===== config.mk =====
export PLATFORM = sky130hd
export DESIGN_NAME = piped_adder_sched
export DESIGN_NICKNAME = d
export VERILOG_FILES = /design/src/rtl/piped_adder_sched_pkg.sv /design/src/rtl/pa_rr_arbiter.sv /design/src/rtl/piped_adder.sv /design/src/rtl/piped_adder_sched.sv
export SDC_FILE = /design/constraint.sdc
export NUM_CORES = 1
export LEC_CHECK = 0
export ABC_AREA = 1
export BUFFER_PORTS_ARGS = -buffer_cell sky130_fd_sc_hd__buf_4
export CAP_MARGIN = 20
export CORE_AREA = 2 2 201 203
export DETAILED_ROUTE_END_ITERATION = 16
export DIE_AREA = 0 0 203 205
export GPL_ROUTABILITY_DRIVEN = 0
export PLACE_DENSITY = 0.77
export SYNTH_ARGS = -nofsm -noshare
export SYNTH_HDL_FRONTEND = slang
export SYNTH_SLANG_ARGS = --single-unit

===== constraint.sdc =====
create_clock -name clk -period 6.1 [get_ports clk]
set_input_delay 0.305 -clock clk [delete_from_list [all_inputs] [get_ports clk]]
set_output_delay 0.305 -clock clk [all_outputs]
set_load 0.02 [all_outputs]

===== src/rtl/piped_adder_sched_pkg.sv =====
// rtl/piped_adder_sched_pkg.sv - shared defaults and width helpers for piped_adder_sched
package piped_adder_sched_pkg;

    localparam int DEF_N_REQ   = 4;
    localparam int DEF_N_ARGS  = 8;
    localparam int DEF_ARG_W   = 14;
    localparam int DEF_ADD_LAT = 3;
    localparam int DEF_CNT_W   = 32;

    // Argument slots seen by the adder tree: N_ARGS rounded up to a power of two.
    function automatic int pad_pow2(input int n);
        return 1 << $clog2(n);
    endfunction

endpackage


===== src/rtl/pa_rr_arbiter.sv =====
// rtl/pa_rr_arbiter.sv - N-wide round-robin one-hot grant with rotating priority pointer
module pa_rr_arbiter #(
    parameter  int N    = 4,
    localparam int ID_W = $clog2(N)
) (
    input  logic            clk,
    input  logic            resetn,
    input  logic            en,
    input  logic [N-1:0]    req,
    output logic [N-1:0]    gnt,
    output logic [ID_W-1:0] gnt_id
);

    logic [ID_W-1:0] rr_ptr;
    logic            found;
    int              idx;

    always_comb begin
        gnt    = '0;
        gnt_id = '0;
        found  = 1'b0;
        idx    = 0;
        for (int i = 0; i < N; i++) begin
            idx = int'(rr_ptr) + i;
            if (idx >= N) idx = idx - N;
            if (!found && req[idx]) begin
                found  = 1'b1;
                gnt_id = ID_W'(idx);
            end
        end
        if (found && en && resetn) gnt[gnt_id] = 1'b1;
    end

    always_ff @(posedge clk or negedge resetn) begin
        if (!resetn) begin
            rr_ptr <= '0;
        end else if (|gnt) begin
            rr_ptr <= (gnt_id == ID_W'(N-1)) ? '0 : gnt_id + 1'b1;
        end
    end

endmodule


===== src/rtl/piped_adder.sv =====
// rtl/piped_adder.sv - registered binary adder tree, one level per clk, with valid sideband
module piped_adder #(
    parameter  int N_args    = 8,
    parameter  int arg_width = 14,
    localparam int LAT       = $clog2(N_args),
    localparam int OUT_W     = arg_width + LAT
) (
    input  logic                          clk,
    input  logic                          resetn,
    input  logic                          we,
    input  logic                          clr,
    input  logic                          in_valid,
    input  logic [N_args*arg_width-1:0]   args,
    output logic                          out_valid,
    output logic signed [OUT_W-1:0]       sum
);

    localparam int HALF = N_args / 2;

    logic signed [OUT_W-1:0] ext   [N_args];
    logic signed [OUT_W-1:0] stage [1:LAT][HALF];
    logic                    vld   [1:LAT];

    always_comb begin
        for (int j = 0; j < N_args; j++) begin
            ext[j] = OUT_W'($signed(args[j*arg_width +: arg_width]));
        end
    end

    // Entries beyond the live width of a level are kept at zero so every slot is defined.
    always_ff @(posedge clk) begin
        if (we) begin
            for (int j = 0; j < HALF; j++) begin
                stage[1][j] <= ext[2*j] + ext[2*j+1];
            end
            for (int l = 2; l <= LAT; l++) begin
                for (int j = 0; j < HALF; j++) begin
                    if (j < (N_args >> l)) begin
                        stage[l][j] <= stage[l-1][2*j] + stage[l-1][2*j+1];
                    end else begin
                        stage[l][j] <= '0;
                    end
                end
            end
        end
    end

    always_ff @(posedge clk or negedge resetn) begin
        if (!resetn) begin
            for (int l = 1; l <= LAT; l++) vld[l] <= 1'b0;
        end else begin
            vld[1] <= in_valid & ~clr;
            for (int l = 2; l <= LAT; l++) vld[l] <= vld[l-1] & ~clr;
        end
    end

    assign sum       = stage[LAT][0];
    assign out_valid = vld[LAT];

endmodule


===== src/rtl/piped_adder_sched.sv =====
// rtl/piped_adder_sched.sv - time-shares one piped_adder tree between N_REQ requesters
module piped_adder_sched
    import piped_adder_sched_pkg::*;
#(
    parameter  int N_REQ   = DEF_N_REQ,
    parameter  int N_ARGS  = DEF_N_ARGS,
    parameter  int ARG_W   = DEF_ARG_W,
    parameter  int ADD_LAT = DEF_ADD_LAT,
    parameter  int CNT_W   = DEF_CNT_W,
    localparam int ID_W    = $clog2(N_REQ),
    localparam int SUM_W   = ARG_W + $clog2(N_ARGS)
) (
    input  logic                          clk,
    input  logic                          resetn,
    input  logic                          clr,
    input  logic [N_REQ-1:0]              req_valid,
    output logic [N_REQ-1:0]              req_ready,
    input  logic [N_REQ*N_ARGS*ARG_W-1:0] req_args,
    output logic                          res_valid,
    output logic [ID_W-1:0]               res_id,
    output logic signed [SUM_W-1:0]       res_sum,
    output logic                          busy,
    output logic [CNT_W-1:0]              issue_cnt
);

    localparam int N2    = pad_pow2(N_ARGS);
    localparam int VEC_W = N_ARGS * ARG_W;

    logic [N_REQ-1:0]        gnt;
    logic [ID_W-1:0]         gnt_id;
    logic                    xfer;
    logic [N2*ARG_W-1:0]     in_args;
    logic                    tag_valid [0:ADD_LAT];
    logic [ID_W-1:0]         tag_id    [0:ADD_LAT];
    logic                    add_valid;
    logic signed [SUM_W-1:0] add_sum;

    pa_rr_arbiter #(.N(N_REQ)) u_arb (
        .clk    (clk),
        .resetn (resetn),
        .en     (~clr),
        .req    (req_valid),
        .gnt    (gnt),
        .gnt_id (gnt_id)
    );

    assign req_ready = gnt;
    assign xfer      = |gnt;

    // Zero-extension of the slice fills the padded upper slots with zeros.
    always_ff @(posedge clk) begin
        if (xfer) in_args <= (N2*ARG_W)'(req_args[gnt_id*VEC_W +: VEC_W]);
    end

    piped_adder #(.N_args(N2), .arg_width(ARG_W)) u_add (
        .clk       (clk),
        .resetn    (resetn),
        .we        (1'b1),
        .clr       (clr),
        .in_valid  (tag_valid[0]),
        .args      (in_args),
        .out_valid (add_valid),
        .sum       (add_sum)
    );

    // Stage 0 tracks the adder input register; stage ADD_LAT lines up with the adder output.
    always_ff @(posedge clk or negedge resetn) begin
        if (!resetn) begin
            for (int k = 0; k <= ADD_LAT; k++) begin
                tag_valid[k] <= 1'b0;
                tag_id[k]    <= '0;
            end
        end else begin
            tag_valid[0] <= xfer;
            tag_id[0]    <= gnt_id;
            for (int k = 1; k <= ADD_LAT; k++) begin
                tag_valid[k] <= tag_valid[k-1] & ~clr;
                tag_id[k]    <= tag_id[k-1];
            end
        end
    end

    always_ff @(posedge clk or negedge resetn) begin
        if (!resetn) begin
            res_valid <= 1'b0;
            res_id    <= '0;
            res_sum   <= '0;
            issue_cnt <= '0;
        end else begin
            res_valid <= tag_valid[ADD_LAT] & ~clr;
            if (tag_valid[ADD_LAT] && !clr) begin
                res_id  <= tag_id[ADD_LAT];
                res_sum <= add_sum;
            end
            if (xfer) issue_cnt <= issue_cnt + CNT_W'(1);
        end
    end

    always_comb begin
        busy = 1'b0;
        for (int k = 0; k <= ADD_LAT; k++) busy = busy | tag_valid[k];
    end

    a_tag_align: assert property (@(posedge clk) disable iff (!resetn)
        add_valid == tag_valid[ADD_LAT]);

endmodule


After elaboration in Yosys (flattened, before gate mapping):

Memory sizes are Yosys's and may differ from the RTL's. A register that Yosys moved wholly into a read port is not among the register bits.
Cells that the tools add are included.
Widths: inputs -> output; s select.

* multiplexer cells: 28
* $mul: 1
* $lt $le $gt $ge: 10
* reduce and logical (&&, ||, !) cells: 13
* bitwise operators: 8
* shift operators: 1
* equal/unequal tests: 1
* $add $sub $neg: 16

Operators by type and width (number)
* $shiftx 448x10->112: 1
* $lt 32x4->1 const B: 4
* $mux 32: 4
* $ge 32x4->1 const B: 3
* $sub 32x4->32 const B: 3
* $add 14x14->15: 4
* $add 17x17->17: 3
* $add 32x1->32 const B: 1
* $mux 1: 13
* $mux 2: 5
* $bmux 1 s2: 4
* $logic_and 1x1->1: 7
* $add 2x2->3 const B: 2
* $logic_not 1->1: 5
* $mul 2x3->5 const B: 1
* $and 1x1->1: 4
* $mux 4: 1
* $reduce_or 4->1: 1
* $sub 2x3->4 const B: 1
* $add 2x1->3 const B: 1
* $ge 2x3->1 const B: 1
* $lt 2x3->1 const B: 1
* $or 1x1->1: 3
* $add 2x1->2 const B: 1
* 4 further kinds: 4

* input port bits: 455
* RAM bits: 204
* bits in registers: 161
* memories: 1
* output and inout bits: 57

Memory list
* u_add.stage: depth 3, width 68, read ports 3, clocked after memory_dff 1, write ports 3, RTL line piped_adder.sv:21 `logic signed [OUT_W-1:0] stage [1:LAT][HALF];`

Depth between registers and ports, before layout:

* word-level depth: 21
* mapped depth: 19
* gate-level depth less buffers: 16

Hierarchy:

A second synthesis with hierarchy kept.

* cells, all modules: 2473
* area, all modules: 19498.7 um2

By module, submodules not included
* piped_adder: sequential area each 3408.3 um2, cells an instance 1324, area each 9651.8 um2, times used 1
* piped_adder_sched: sequential area each 4964.8 um2, cells an instance 1072, area each 9325.2 um2, times used 1
* pa_rr_arbiter: sequential area each 50.0 um2, cells an instance 77, area each 521.8 um2, times used 1

Worst setup path before layout:

Ideal clock, no wire load.

* path type: flip-flop to flip-flop
* from: register u_arb.rr_ptr[0]
* to: register in_args[0], enable pin
* data arrival time: 3.727 ns
* setup time: 0.424 ns
* slack: 1.949 ns
* data required time: 5.676 ns
* buffers on the path: 5
* period minus slack after synthesis: 4.151 ns
* cell stages (with the launch flop): 16
* path through: dfrtp_1 > buf_6 > nand2_1 > nand3_1 > nand2_1 > inv_1 > a21oi_1 > nand2_2 > nand2_2 > buf_6 > buf_6 > buf_6 > ha_1 > o211ai_1 > nand2_1 > buf_2

* word-level cells in the longest chain between the ends: 21
* elaborated cells on any way between the ends: 50
* those cells by class: 7 x add/sub; 6 x order compare; 27 x mux; 10 x reduce/logical

Ends and longest elaborated chain
* start, declared: RTL line pa_rr_arbiter.sv:14 `logic [ID_W-1:0] rr_ptr;`
* start signal, assigned: RTL line pa_rr_arbiter.sv:38 `rr_ptr <= (gnt_id == ID_W'(N-1)) ? '0 : gnt_id + 1'b1;`
* branches (longest 19 deep; another with $sub 32x4->32)
* $mux 4 *: RTL line pa_rr_arbiter.sv:31 `if (found && en && resetn) gnt[gnt_id] = 1'b1;`
* $reduce_or 4->1 *: RTL line piped_adder_sched.sv:48 `assign xfer = |gnt;`
* net xfer: RTL line piped_adder_sched.sv:31 `logic xfer;`
* end signal, assigned: RTL line piped_adder_sched.sv:52 `if (xfer) in_args <= (N2*ARG_W)'(req_args[gnt_id*VEC_W +: VEC_W]);`
* end, declared: RTL line piped_adder_sched.sv:32 `logic [N2*ARG_W-1:0] in_args;`

Mark *: on every way through the listed nets, which the timed path passes. The select of a mux whose other input is x is not followed.
A chain may end at the register's enable or synchronous reset.

Final worst setup path:

* from: register u_arb.rr_ptr[0]
* to: register in_args[55], enable pin

* word-level cells in the longest chain between the ends: 21
* elaborated cells on any way between the ends: 50
* those cells by class: 7 x add/sub; 6 x order compare; 27 x mux; 10 x reduce/logical

Ends and longest elaborated chain (RTL line)
* branches (longest 19 deep; another with $sub 32x4->32)
* $mux 4 *: pa_rr_arbiter.sv:31
* $reduce_or 4->1 *: piped_adder_sched.sv:48

Mark *: on every way between the ends. The select of a mux whose other input is x is not followed.

==> metrics.txt <==
# TYPE chip_impl_metric gauge
chip_impl_info{name="run_status",value="finished clean"} 1
chip_impl_metric{name="die_area",unit="mm²"} 0.04162
chip_impl_metric{name="drtAntennaViolNets",unit=""} 0
chip_impl_info{name="path_common_cell",value="nand2_1"} 1
chip_impl_metric{name="worstPathRequired",unit="ns"} 6.30
chip_impl_metric{name="timing.final.max_slew_violations",unit=""} 0
chip_impl_metric{name="critPathBufInv",unit=""} 2
chip_impl_metric{name="worst_ir_drop_vdd",unit="mV"} 0.4309
chip_impl_metric{name="post_synth_inst_count",unit=""} 2462
chip_impl_metric{name="via_density",unit=""} 5.403
chip_impl_metric{name="power_density_over_the_cells",unit="mW/mm²"} 680.0
chip_impl_info{name="startpoint_to_endpoint_class_of_the_critical_path",value="reg2reg"} 1
chip_impl_metric{name="std_cell_rows",unit=""} 73
chip_impl_info{name="holdCritStartpoint",value="req_args[273]"} 1
chip_impl_info{name="hold_end",value="in_args[49]"} 1
chip_impl_metric{name="drc_violations",unit=""} 0
chip_impl_metric{name="grt_pass1_vias",unit=""} 17704
chip_impl_info{name="timing.rr.end",value="in_args[55]"} 1
chip_impl_info{name="cp_slowest_cell",value="nand2_8"} 1
chip_impl_metric{name="yosysSeqAreaShare",unit="%"} 38.37
chip_impl_metric{name="synth.net_count",unit=""} 3029
chip_impl_metric{name="pin_count_of_the_biggest_net_entering_global_routing",unit=""} 105
chip_impl_metric{name="hold-worst-slack",unit="ns"} 0.1172
chip_impl_metric{name="vias",unit=""} 18720
chip_impl_metric{name="drive_above_1_share",unit="%"} 19.95
chip_impl_metric{name="cts.clk_slew.worst_paths",unit="ns"} 0.06
chip_impl_info{name="rsz_0062_raised_after_global_routing",value="no"} 1
chip_impl_metric{name="finalSetupViolCount",unit=""} 0
chip_impl_metric{name="timing.final.crit_share",unit="%"} 73.43
chip_impl_metric{name="finalHoldViolCount",unit=""} 0
chip_impl_metric{name="fp.coreArea",unit="mm²"} 0.03937
chip_impl_metric{name="layout-area-overhead-vs-synth",unit="%"} 27.10
chip_impl_metric{name="r2r.worst_path.cells",unit=""} 12
chip_impl_metric{name="grt_first_pass_wirelength",unit="µm"} 94400
chip_impl_metric{name="utilization",unit="%"} 60.90
chip_impl_info{name="start_kind",value="flop"} 1
chip_impl_info{name="worst_r2r_startpoint",value="u_arb.rr_ptr[0]"} 1
chip_impl_metric{name="sequentialPowerShare",unit="%"} 24.9
chip_impl_info{name="ys.flop_type",value="edfxtp_1"} 1
chip_impl_metric{name="skew",unit="ns"} 0.03709
chip_impl_metric{name="clk-insertion-delay-late",unit="ns"} 0.57
chip_impl_metric{name="ys_seq_elements",unit=""} 289
chip_impl_metric{name="post-dp-hpwl",unit="µm"} 48900
chip_impl_metric{name="detailed_router_iteration_count_before_antenna_repair",unit=""} 7
chip_impl_info{name="crit_path_cell_trace",value="inv_2 > nand2_1 > nand3_1 > nand2_1 > nor2_4 > nand2_1 > nand3_4 > nand2_8 > ha_1 > o211ai_1 > nand2_4 > buf_4"} 1
chip_impl_metric{name="slew_headroom",unit="%"} 33.84
chip_impl_metric{name="starting_density_of_the_core",unit="%"} 47.91
chip_impl_info{name="cts_tree",value="yes"} 1
chip_impl_metric{name="r2r_setup_slack",unit="ns"} 1.62
chip_impl_metric{name="clock_sinks",unit=""} 289
chip_impl_metric{name="hold_depth",unit=""} 5
chip_impl_metric{name="share_comb_of_total_power",unit="%"} 63.9
chip_impl_info{name="min-delay-path-class",value="in2reg"} 1
chip_impl_metric{name="switching_share",unit="%"} 50.34
chip_impl_metric{name="fin_crit",unit="ns"} 4.479
chip_impl_metric{name="htree_levels",unit=""} 1
chip_impl_metric{name="share_of_synthesized_registers_carrying_an_async_set_or_reset",unit="%"} 22.84
chip_impl_metric{name="edff_count_synth",unit=""} 112
chip_impl_metric{name="pwr-share-clk",unit="%"} 11.3
chip_impl_metric{name="yosysWarningCount",unit=""} 0
chip_impl_metric{name="cellInternalPower",unit="µW"} 8095
chip_impl_metric{name="worst_path_largest_cell_delay",unit="ns"} 0.77
chip_impl_info{name="critical_path.endpoint_type",value="flop"} 1
chip_impl_metric{name="cp_data_arrival_time",unit="ns"} 4.68
chip_impl_metric{name="route.detailed.wl_per_inst",unit="µm"} 18.03
chip_impl_metric{name="detailed_route_wl",unit="µm"} 62470
chip_impl_info{name="root_buffer_master",value="clkbuf_16"} 1
chip_impl_metric{name="max-clock-path-buffers",unit=""} 3
chip_impl_metric{name="dieWidth",unit="µm"} 203
chip_impl_metric{name="post_synth_num_cell_types",unit=""} 39
chip_impl_metric{name="switching_power",unit="µW"} 8207
chip_impl_metric{name="avgSynthCellArea",unit="µm²"} 7.661
chip_impl_metric{name="drt_iter0_markers",unit=""} 1912
chip_impl_metric{name="antenna_found_initial",unit=""} 10
chip_impl_info{name="timing.critical_path.max_delay_family",value="simple AND/OR/NAND/NOR gates"} 1
chip_impl_metric{name="design.portCount",unit=""} 512
chip_impl_metric{name="maxCapViolCount",unit=""} 0
chip_impl_metric{name="leakage",unit="µW"} 0.01237
chip_impl_metric{name="cts_made_buffers",unit=""} 30
chip_impl_metric{name="globalRouteOverflowTotal",unit=""} 0
chip_impl_metric{name="die_y",unit="µm"} 205
chip_impl_metric{name="max_clock_freq",unit="MHz"} 223.3
chip_impl_metric{name="nets",unit=""} 3475
chip_impl_metric{name="grt.total_usage",unit="%"} 28.69
chip_impl_metric{name="max_slew.worst_pin.slew",unit="ns"} 0.9923
chip_impl_metric{name="io_buffer_count",unit=""} 511
chip_impl_metric{name="syn_area",unit="mm²"} 0.01886
chip_impl_metric{name="setup_tns",unit="ns"} 0
chip_impl_metric{name="crit_fanout",unit=""} 104
chip_impl_metric{name="cts_post_setup_buffers_inserted",unit=""} 0
## worst reg2reg max path: cells and delay by family, from the launching register on
kind / cells / cell delay, ns
and+or+nand+nor: 8 / 2.43
DFF: 1 / 0.63
buffers and inverters: 2 / 0.60
adders and majority gates: 1 / 0.29
AOI/OAI and AO/OA: 1 / 0.16
## per-stage QoR
step                      total power [µW]  instances  cell area (µm²)  setup slack, ns
after floorplan                      11420       2462            18860            1.949
after global placement               14020       3399            22930            1.885
after detailed placement             14310       3399            22930            1.662
after CTS                            16210       3457            23950            1.666
after global routing                 17610       3465            23970            1.220
final                                16300       3465            23970            1.621
## layout by cell type, fill, tap and decap left out, types with 3 or more instances in the layout
cell type,n
edfxtp_1,112
nor3b_1,3
dfrtp_1,66
fa_1,7
clkinv_1,4
a21oi_1,100
nand2_1,675
nand4_1,15
bufinv_16,3
diode_2,8
clkbuf_1,3
nor2_1,76
o31ai_1,7
ha_1,105
dfxtp_1,111
clkbuf_16,31
a21o_1,15
nand3_4,3
o2111ai_1,4
buf_4,522
o21ai_0,44
clkinv_2,8
inv_1,304
a21boi_0,6
xnor2_1,36
nand3_1,318
inv_4,3
nand3b_1,224
xor2_1,80
nor3_1,23
## state kept, by name, indices dropped and copies added, names as in the netlist
| register | cells |
|---|---|
| in_args | 112 |
| u_add.stage | 111 |
| issue_cnt | 32 |
| res_sum | 17 |
| tag_id | 8 |
| tag_valid | 4 |
| res_id | 2 |
| u_arb.rr_ptr | 2 |
| res_valid | 1 |
## cell families after synthesis
family | count (synthesis) | synth area share, %
buffers and inverters | 418 | 9.214
AND/OR/NAND/NOR | 1343 | 33.91
AO/OA/AOI/OAI | 184 | 5.413
XOR/XNOR | 116 | 5.386
adder cells (fa/ha/maj) | 112 | 7.708
flip-flops | 289 | 38.37
## worst max-delay path by stage
stage | start | end | slack [ns] | cells past startpoint
3_3_place_gp | u_arb.rr_ptr[0] | in_args[55] | 1.88 | 15
2_1_floorplan | u_arb.rr_ptr[0] | in_args[0] | 1.95 | 15
3_5_place_dp | u_arb.rr_ptr[0] | in_args[55] | 1.66 | 12
6_report | u_arb.rr_ptr[0] | in_args[55] | 1.62 | 12
5_1_grt | u_arb.rr_ptr[0] | in_args[100] | 1.22 | 13
4_1_cts | u_arb.rr_ptr[0] | in_args[100] | 1.67 | 12
## layout make-up
class | instances | area, µm²
Fill cell | 3495 | 15390
Multi-Input combinational cell | 1755 | 9942
Sequential cell | 289 | 7237
Timing Repair Buffer | 525 | 3959
Inverter | 307 | 1155
Clock buffer | 36 | 814.5
Tap cell | 525 | 656.9
Clock inverter | 20 | 190.2
Antenna cell | 8 | 20.02
## routing by layer
layer / wire length (µm) / up-vias / global-route usage, %
li1: - / 8977 / -
met1: 24830 / 8643 / 37.21
met2: 29910 / 925 / 48.01
met3: 4883 / 171 / 3.977
met4: 2823 / 4 / 12.36
met5: 22 / - / 0
## timing repair
item	4_1_cts	5_1_grt
hold buffers	2	0
resized for setup	0	0
hold endpoints to repair	69	0
setup endpoints to repair	0	0
## power by group through the flow
stage	Clock (µW)	Combinational, µW	Sequential, µW
detailed placement	0	10200	4090
floorplan	0	7520	3910
global placement	0	9950	4070
CTS	1860	10300	4050
finish	1840	10400	4050
global route	1950	11500	4120
## synthesized netlist by cell type, types with 2 or more instances
master       n  area [µm²]
o31ai_1      7       52.55
o211ai_1     2       15.01
dfrtp_1     66        1652
o21ai_1      2       10.01
buf_4        2       15.01
nand3b_1   224        1682
buf_6       13       146.4
buf_1        8       30.03
xor2_1      80       700.7
nand4_1     15       93.84
a21oi_1    100       500.5
fa_1         7       140.1
xnor2_1     36       315.3
nand2_2      2       12.51
clkbuf_1    37       138.9
o21ai_0     44       220.2
nand2_1    676        2537
a21o_1      15       112.6
ha_1       105        1314
o2111ai_1    4       35.03
a21boi_0     6       45.04
nor3_1      23       115.1
inv_1      303        1137
nand3_1    319        1597
a31oi_1      2       12.51
nor2_1      76       285.3
buf_2       51       255.2
dfxtp_1    111        2222
nor3b_1      3       22.52
edfxtp_1   112        3363
inv_2        3       11.26
No activity file was read; power rests on OpenSTA's default activity.
